### src/rtl/debounce_pkg.sv
// Shared types and limits for the three-channel input debouncer.
package debounce_pkg;

    localparam int NUM_CH   = 3;
    localparam int SYNC_MIN = 2;
    localparam int SYNC_MAX = 4;

    typedef enum logic [0:0] {
        STABLE  = 1'b0,
        CONFIRM = 1'b1
    } deb_state_t;

    // Clamp a requested synchroniser depth into the supported range.
    function automatic int clamp_sync_stages(input int n);
        if (n < SYNC_MIN) begin
            return SYNC_MIN;
        end else if (n > SYNC_MAX) begin
            return SYNC_MAX;
        end else begin
            return n;
        end
    endfunction

endpackage

### src/rtl/debounce_ch.sv
// One debounce channel: synchroniser chain, STABLE/CONFIRM FSM, counter and
// registered rise/fall pulses. o_state_nxt feeds the top-level all_stable flop.
module debounce_ch
    import debounce_pkg::*;
#(
    parameter int SYNC_STAGES     = 2,
    parameter int DEBOUNCE_CYCLES = 16
) (
    input  logic       clk,
    input  logic       rst,
    input  logic       i_raw,
    input  logic       i_tick,
    output logic       o_level,
    output logic       o_rise,
    output logic       o_fall,
    output deb_state_t o_state_nxt
);

    localparam int               SYNC_N   = clamp_sync_stages(SYNC_STAGES);
    localparam int               CNT_W    = $clog2(DEBOUNCE_CYCLES) + 1;
    localparam logic [CNT_W-1:0] CNT_LAST = CNT_W'(DEBOUNCE_CYCLES - 1);
    localparam logic [CNT_W-1:0] CNT_ONE  = CNT_W'(1);
    localparam logic [CNT_W-1:0] CNT_ZERO = '0;
    localparam bit               ONE_SHOT = (DEBOUNCE_CYCLES == 1);

    logic [SYNC_N-1:0] r_sync;
    deb_state_t        r_state;
    logic [CNT_W-1:0]  r_cnt;
    logic              r_out;
    logic              r_rise;
    logic              r_fall;

    logic              w_s;
    deb_state_t        w_state_nxt;
    logic [CNT_W-1:0]  w_cnt_nxt;
    logic              w_out_nxt;
    logic              w_rise_nxt;
    logic              w_fall_nxt;

    assign w_s = r_sync[SYNC_N-1];

    // Synchroniser chain; only its last stage is ever looked at.
    always_ff @(posedge clk or posedge rst) begin
        if (rst) begin
            r_sync <= '0;
        end else begin
            r_sync <= {r_sync[SYNC_N-2:0], i_raw};
        end
    end

    // FSM state, counter, level and pulse registers.
    always_ff @(posedge clk or posedge rst) begin
        if (rst) begin
            r_state <= STABLE;
            r_cnt   <= CNT_ZERO;
            r_out   <= 1'b0;
            r_rise  <= 1'b0;
            r_fall  <= 1'b0;
        end else begin
            r_state <= w_state_nxt;
            r_cnt   <= w_cnt_nxt;
            r_out   <= w_out_nxt;
            r_rise  <= w_rise_nxt;
            r_fall  <= w_fall_nxt;
        end
    end

    // Next state: glitch check runs every clock, counting only on tick.
    always_comb begin
        w_state_nxt = r_state;
        w_cnt_nxt   = r_cnt;
        w_out_nxt   = r_out;
        case (r_state)
            STABLE: begin
                if (w_s != r_out) begin
                    if (i_tick) begin
                        if (ONE_SHOT) begin
                            w_out_nxt   = w_s;
                            w_cnt_nxt   = CNT_ZERO;
                            w_state_nxt = STABLE;
                        end else begin
                            w_cnt_nxt   = CNT_ONE;
                            w_state_nxt = CONFIRM;
                        end
                    end else begin
                        w_cnt_nxt   = CNT_ZERO;
                        w_state_nxt = CONFIRM;
                    end
                end else begin
                    w_cnt_nxt = CNT_ZERO;
                end
            end
            CONFIRM: begin
                if (w_s == r_out) begin
                    w_cnt_nxt   = CNT_ZERO;
                    w_state_nxt = STABLE;
                end else if (i_tick) begin
                    if (r_cnt == CNT_LAST) begin
                        w_out_nxt   = w_s;
                        w_cnt_nxt   = CNT_ZERO;
                        w_state_nxt = STABLE;
                    end else begin
                        w_cnt_nxt = r_cnt + CNT_ONE;
                    end
                end else begin
                    w_cnt_nxt = r_cnt;
                end
            end
            default: begin
                w_cnt_nxt   = CNT_ZERO;
                w_state_nxt = STABLE;
            end
        endcase
    end

    // Pulses are taken from the level change so they land with the new level.
    always_comb begin
        w_rise_nxt = 1'b0;
        w_fall_nxt = 1'b0;
        if (w_out_nxt != r_out) begin
            w_rise_nxt = w_out_nxt;
            w_fall_nxt = ~w_out_nxt;
        end else begin
            w_rise_nxt = 1'b0;
            w_fall_nxt = 1'b0;
        end
    end

    assign o_level     = r_out;
    assign o_rise      = r_rise;
    assign o_fall      = r_fall;
    assign o_state_nxt = w_state_nxt;

endmodule

### src/rtl/input_debounce_3ch.sv
// Three independent synchronise-and-debounce channels producing clean a/b/c
// levels, per-channel edge pulses and a registered all-stable flag.
module input_debounce_3ch
    import debounce_pkg::*;
#(
    parameter int SYNC_STAGES     = 2,
    parameter int DEBOUNCE_CYCLES = 16
) (
    input  logic              clk,
    input  logic              rst,
    input  logic [NUM_CH-1:0] raw_in,
    input  logic              tick,
    output logic              a,
    output logic              b,
    output logic              c,
    output logic [NUM_CH-1:0] rise,
    output logic [NUM_CH-1:0] fall,
    output logic              all_stable
);

    logic [NUM_CH-1:0] w_level;
    logic [NUM_CH-1:0] w_rise;
    logic [NUM_CH-1:0] w_fall;
    deb_state_t        w_state_nxt [NUM_CH];
    logic              w_all_stable_nxt;
    logic              r_all_stable;

    for (genvar g = 0; g < NUM_CH; g++) begin : g_ch
        debounce_ch #(
            .SYNC_STAGES     (SYNC_STAGES),
            .DEBOUNCE_CYCLES (DEBOUNCE_CYCLES)
        ) u_ch (
            .clk         (clk),
            .rst         (rst),
            .i_raw       (raw_in[g]),
            .i_tick      (tick),
            .o_level     (w_level[g]),
            .o_rise      (w_rise[g]),
            .o_fall      (w_fall[g]),
            .o_state_nxt (w_state_nxt[g])
        );
    end

    // Built from next-state so the flag tracks the channel state registers.
    always_comb begin
        w_all_stable_nxt = 1'b1;
        for (int i = 0; i < NUM_CH; i++) begin
            if (w_state_nxt[i] != STABLE) begin
                w_all_stable_nxt = 1'b0;
            end else begin
                w_all_stable_nxt = w_all_stable_nxt;
            end
        end
    end

    // all_stable register; idle channels are stable so reset value is 1.
    always_ff @(posedge clk or posedge rst) begin
        if (rst) begin
            r_all_stable <= 1'b1;
        end else begin
            r_all_stable <= w_all_stable_nxt;
        end
    end

    assign a          = w_level[0];
    assign b          = w_level[1];
    assign c          = w_level[2];
    assign rise       = w_rise;
    assign fall       = w_fall;
    assign all_stable = r_all_stable;

endmodule

### config.mk
export PLATFORM = sky130hd
export DESIGN_NAME = input_debounce_3ch
export DESIGN_NICKNAME = d
export VERILOG_FILES = /design/src/rtl/debounce_pkg.sv /design/src/rtl/debounce_ch.sv /design/src/rtl/input_debounce_3ch.sv
export SDC_FILE = /design/constraint.sdc
export NUM_CORES = 1
export LEC_CHECK = 0
export ABC_AREA = 1
export CAP_MARGIN = 10
export CORE_AREA = 2 2 64 66
export CTS_CLUSTER_DIAMETER = 200
export DETAILED_ROUTE_END_ITERATION = 7
export DIE_AREA = 0 0 66 68
export HOLD_SLACK_MARGIN = 0.08
export MAX_ROUTING_LAYER = met4
export PLACE_DENSITY = 0.74
export SLEW_MARGIN = 10
export SYNTH_ARGS = -nofsm -noshare
export SYNTH_HDL_FRONTEND = slang
export SYNTH_HIERARCHICAL = 1
export SYNTH_SLANG_ARGS = --single-unit
### constraint.sdc
create_clock -name clk -period 2.4 [get_ports clk]
set_clock_uncertainty 0.15 [all_clocks]
set_input_delay 0.48 -clock clk [delete_from_list [all_inputs] [get_ports clk]]
set_output_delay 0.48 -clock clk [all_outputs]
set_load 0.01 [all_outputs]
==> results.yml <==
run_status:
  status: "finished, final reports clean"
yosys:
  synth_common_cells: "nand2_1 (37), dfrtp_1 (33), inv_1 (21)"
  muxShareOfSynthArea_pct: 0
  post-synth-top-area-fraction_pct: 50.3
  netlist_area_mm2: 0.00164
  synth_flop_cell: "dfrtp_1"
  synth-compound-area-share_pct: 2.97
  yosys-top-cells-area: "dfrtp_1 (50%), nand2_1 (8.5%), nand3_1 (5.5%)"
  synth.net_count: 192
  ys_types: 20
  synth-seq-cells: 34
  yosysTopAreaCell: "dfrtp_1"
  ys_seq_area_share_pct: 51.9
  synth_adder_area_share_pct: 2.28
  synth_most_common_cell: "nand2_1"
  netlist_instances: 183
  async_reset_ff_share_pct: 100
  yosys.area_share.simple_pct: 33.1
  synthXorXnorAreaFrac_pct: 1.60
  synth_top_family_by_area: "simple AND/OR/NAND/NOR gates"
  synth_edf_count: 0
  yosys_warnings: 6
  avgSynthCellArea_um2: 8.98
critical_path:
  reg2reg_to: "all_stable"
  path_buf_inv: 1
  r2r_cells: 7
  worstPathRequired_ns: 1.77
  crit_path_max_incr_delay_ns: 0.53
  slowest_stage: "clkdlybuf4s50_1"
  end_kind: "output pin"
  cp-start-kind: "flop"
  cp_top_family: "buffers and inverters"
  worstPathCellList: "clkdlybuf4s50_1"
  r2r_start: "g_ch[0].u_ch/r_cnt[0]"
  r2r_slack_ns: 0.98
  startpoint: "all_stable"
  path_class: "reg2out"
  cp.arrival_ns: 1.33
  path_max_fanout: 1
hold_path:
  min_path_cells: 0
  hold_end: "g_ch[1].u_ch/r_sync[1]"
  min-delay-start: "g_ch[1].u_ch/r_sync[0]"
  hold_path.class: "reg2reg"
clocking:
  post_cts_buffers: 0
  cts.clk_slew.worst_paths_ns: 0.06
  cts_resized: 0
  cts_max_path_buffers: 2
  cts_inserted_buffers: 5
  cts_sinks: 34
  clock_latency_ns: 0.28
  cts-root-buf: "clkbuf_8"
  htreeDepth: 2
  cts_tree: "yes"
  cts_hold_buffers: 0
sta:
  maxSlewViolCount: 0
  slew_headroom_pct: 71.6
  finalSetupTns_ns: 0
  min_period_over_period_pct: 81.7
  rsz0062_at_grt: "no"
  hold_viol_final: 0
  max_freq_mhz: 510
  setup_viol: 0
  tightest_slew_ns: 0.425
  fin_crit_ns: 1.96
placed_design:
  placed_cells: 248
  place_area_mm2: 0.00186
  portBuffers: 15
  dp_hpwl_um: 2080
  gp_congestion: 0.832
floorplanning:
  dieHeight_um: 68
  io_pins: 16
  fp-row-count: 23
  start_util_pct: 42.6
  core_area_mm2: 0.00386
  die_area_mm2: 0.00449
  dieWidth_um: 66
drt:
  remaining_drc_errors: 0
  drt_first_pass_iters: 4
  detail_route.wl_per_cell_um: 10.6
  drt-total-wl_um: 2710
  antenna_left: 0
  viasPerCell: 4.63
  vias: 1185
  drt_iter0_markers: 65
final_layout:
  syn2layout_area_growth_pct: 18.5
  design_area_mm2: 0.00195
  diodes: 0
  fin_nets: 214
  stdcell_count: 256
  drive_above_1_share_pct: 24.8
grt:
  grt-ovfl-total: 0
  met3_usage_pct: 4.44
  grt.total_usage_pct: 14.8
  grt_pass1_vias: 1127
  grt_pass1_wl_um: 4800
  grt_busiest_layer: "met2"
  use_met1_pct: 17.3
  grt_max_degree: 12
  antenna_found_initial: 0
  gr-usage-met2_pct: 23.0
run:
  max-cap-violations: 0
pwr:
  peakVddDrop_v: 0.000358
  pwr_density_cell_mw_per_mm2: 560
  leakagePower_nw: 0.956
[stage by stage]
step | util, % | hold slack (ns) | setup slack [ns] | power (mW)
after CTS | 50.5 | 0.200 | 0.416 | 1.11
after global routing | 50.5 | 0.206 | 0.391 | 1.15
after floorplan | - | 0.181 | 1.10 | 0.655
after global placement | 48.1 | 0.184 | 0.428 | 0.678
final | 50.5 | 0.196 | 0.438 | 1.09
after detailed placement | 48.1 | 0.186 | 0.383 | 0.681
[worst max path at each step]
stage	cells past startpoint	endpoint
2_1_floorplan	7	all_stable
3_3_place_gp	7	all_stable
3_5_place_dp	7	all_stable
4_1_cts	1	all_stable
5_1_grt	1	all_stable
6_report	1	all_stable
[report_power, final]
part / switching (mW) / internal [mW] / leakage, nW / total, mW
combinational: 0.0451 / 0.0232 / 0.476 / 0.0683
sequential: 0.0131 / 0.587 / 0.431 / 0.600
clock: 0.191 / 0.231 / 0.0482 / 0.422
[final cells by class]
type                       count  area (um2)
clock buffer                   7        86.3
clock inverter                 1        5.00
fill                         376        1910
inverter                      36         135
multi-input combinational    113         656
sequential                    34         852
tap                           50        62.6
timing repair buffer          15         150
[cells in the final DEF (no fill, tap or decap), types with 3 or more instances in the layout]
master            n
ha_1              3
inv_1            21
nor2_2            4
nand4_1           3
nand2_1          37
inv_2            15
nor3_1            3
nand2_2          12
clkdlybuf4s50_1  15
dfrtp_1          33
o21ai_1           3
a31oi_1           3
nand3_1          18
nor2_1            9
clkbuf_8          6
nand3_2           3
nor3_2            3
o21ai_0           3
xor2_1            3
nor2_4            3
nand3_4           3
[registers in the layout, indices dropped and copies added (netlist names)]
signal and count:
g_ch.u_ch/r_cnt 15, g_ch.u_ch/o_rise 3, g_ch.u_ch/o_fall 3, g_ch.u_ch/r_sync 6, g_ch.u_ch/o_level 3, g_ch.u_ch/r_state 3
all_stable 1
[worst register-to-register path, stage by stage (launching register included)]
cell     delay (ns)
dfrtp_1        0.42
ha_1           0.23
inv_1          0.09
nor2_4         0.05
a31oi_1        0.23
inv_1          0.06
nand2_1        0.08
nor2_2         0.04
[per-layer routing]
metal,share of wire [%],up-vias,routed length (um)
met5,0,-,0
met4,1.6,0,42
met2,49,10,1330
met1,46,553,1260
met3,2.8,5,77
li1,-,617,-
[kinds of logic after synthesis]
family,Yosys count
compound gates,9
xor+xnor,3
fa+ha+maj,3
buf+inv,36
flops,34
simple gates,98
Power figures use the tool's default switching activity.
==> variant, RTL diff (same flow settings) <==
`DEBOUNCE_CYCLES` is set to 16 in 2 places; all go to 32.
--- a/src/rtl/debounce_ch.sv
+++ b/src/rtl/debounce_ch.sv
@@ -4,7 +4,7 @@
     import debounce_pkg::*;
 #(
     parameter int SYNC_STAGES     = 2,
-    parameter int DEBOUNCE_CYCLES = 16
+    parameter int DEBOUNCE_CYCLES = 32
 ) (
     input  logic       clk,
     input  logic       rst,
--- a/src/rtl/input_debounce_3ch.sv
+++ b/src/rtl/input_debounce_3ch.sv
@@ -4,7 +4,7 @@
     import debounce_pkg::*;
 #(
     parameter int SYNC_STAGES     = 2,
-    parameter int DEBOUNCE_CYCLES = 16
+    parameter int DEBOUNCE_CYCLES = 32
 ) (
     input  logic              clk,
     input  logic              rst,
Behaviour: same outputs for any inputs over 10 cycles, from zero or initial values and one cycle with rst high; that may be too few to reach the edited logic, so the function may still have changed.
==> variant against the original RTL <==
Sequential cell count grew 3. Sequential share of layout area down 0.46 points. Worst setup slack got worse by 2.9 ps. Total power rose by 5.3%. Wire length up 14%. First-iteration DRC count up 12%. Final area is 10% higher. Area after synthesis is 12% higher. Critical endpoint unchanged. Largest power group unchanged.
==> variant: results (changes against the original RTL) <==
CTS clk-pin slew, worst paths=70 ps; largest net degree at the start of global routing=13 (+1); root buffer cell=clkbuf_8; Worst path slowest cell=clkdlybuf4s50_1; synth cell count leaders=nand2_1 (91), dfrtp_1 (36), inv_1 (33); layout cells sized above 1=11.5% (-13 points); Max IR drop VDD=0.000336 V (-6.3%); Pleak=0.00110 µW (+16%); post-cts sizing count=0 (unchanged); TritonCTS buffer count=5 (unchanged); Clock Latency Late Sink=280 ps (about the same); post-synthesis net count=240 (+25%); sequential fraction of the synthesis area=50.3% (-1.5 points); Worst-Margin Slew=471 ps (+46.1 ps); Worst setup startpoint=all_stable$_DFF_PP1_; vias in the first global route=1245 (+10%); Fillers=358 (-4.8%); final WL=3.08 mm (+14%); largest registers=g_ch.u_ch/r_cnt x18, g_ch.u_ch/r_sync x6; Initial DRC Count=73 (+12%); Longest Clk Path Bufs=2 (unchanged); htree depth=2 (unchanged); critical path's top delay family=buffers and inverters; Cell variety after synth=17 (-15%); port bufs=15 (unchanged); Area contributors post-synth=dfrtp_1 (49%), nand2_1 (19%), inv_1 (6.7%), nor2_1 (3.7%), nor2_4 (3.7%); placed insts=296 (+19%); Routed WL per cell=10.2 µm (-3.9%); status=completed; CP max stage delay=530 ps (about the same); HP Start=g_ch[1].u_ch/r_sync[0]$_DFF_PP0_; Syn Inst Count=231 (+26%); overall routing resource usage=16.0% (+1.2 points); largest fanout on the critical path=1 (unchanged); worst r2r src=g_ch[1].u_ch/r_cnt[0]$_DFFE_PP0P_; Detailed Place HPWL=2.24 mm (+7.6%); Hold Path Class=flop to flop; Via density=4.58 (-1.0%); GP Congestion=0.811 (-2.4%); setup repair bufs after CTS=0 (unchanged); YS warnings=6 (unchanged); TritonRoute pass-1 iters=4 (unchanged); Final setup viols=0 (unchanged); first-pass GRT wire length=5.25 mm (+9.5%); Nets=262 (+22%); # DRC=0 (unchanged); data arrival time of the critical path=1330 ps (about the same); n_diodes=0 (unchanged)
==> variant: cells by family (layout without fill, tap and decap cells) <==
family                   Yosys count  after routing  share of synthesized area (%)
XOR/XNOR                           3              3                           1.43
AO/OA/AOI/OAI                     15             15                           4.89
AND/OR/NAND/NOR                  134            134                           33.4
flip-flops                        37             37                           50.3
adder cells (fa/ha/maj)            3              3                           2.04
buffers and inverters             39             61                           7.95
==> variant: routing by layer <==
layer	routed length (µm)	vias to the layer above	track usage, %
li1	-	736	-
met1	1500	622	19.5
met2	1360	22	25.0
met3	145	8	3.95
met4	71	0	8.42
met5	0	-	-
==> variant: layout make-up <==
type | count | share of cell area [%]
clock buffers | 7 | 4.03
inverters | 39 | 6.84
well taps | 50 | 2.92
repair buffers | 15 | 7.01
multi-input cells | 155 | 35.9
flip-flops and latches | 37 | 43.3
==> variant: stage by stage <==
step                hold slack, ps  setup WS (ps)  total power (µW)  area, µm²  utilization (%)
detailed placement             193            522               734       2050             53.3
global route                   212            395              1200       2140             55.5
CTS                            209            421              1170       2140             55.5
finish                         206            435              1150       2140             55.5
floorplan                      181           1020               709       1840                -
global placement               185            553               732       2050             53.3
==> variant: path summary, 6_finish.rpt <==
path | to | cells past startpoint | slack, ps
min reg2reg | g_ch[1].u_ch/r_sync[1]$_DFF_PP0_ | 0 | 210
min in group asynchronous | all_stable$_DFF_PP1_ | 2 | 450
max reg2reg | all_stable$_DFF_PP1_ | 9 | 870
max | all_stable | 1 | 440
max in group asynchronous | g_ch[0].u_ch/r_cnt[0]$_DFFE_PP0P_ | 2 | 1300
min | g_ch[1].u_ch/r_sync[1]$_DFF_PP0_ | 0 | 210
==> variant: where the power goes <==
group	total, µW	leakage (µW)	internal, µW	switching (µW)
registers	650	0.000473	637	13.1
logic	71.0	0.000586	24.0	47.0
clock network	427	0.0000443	228	200
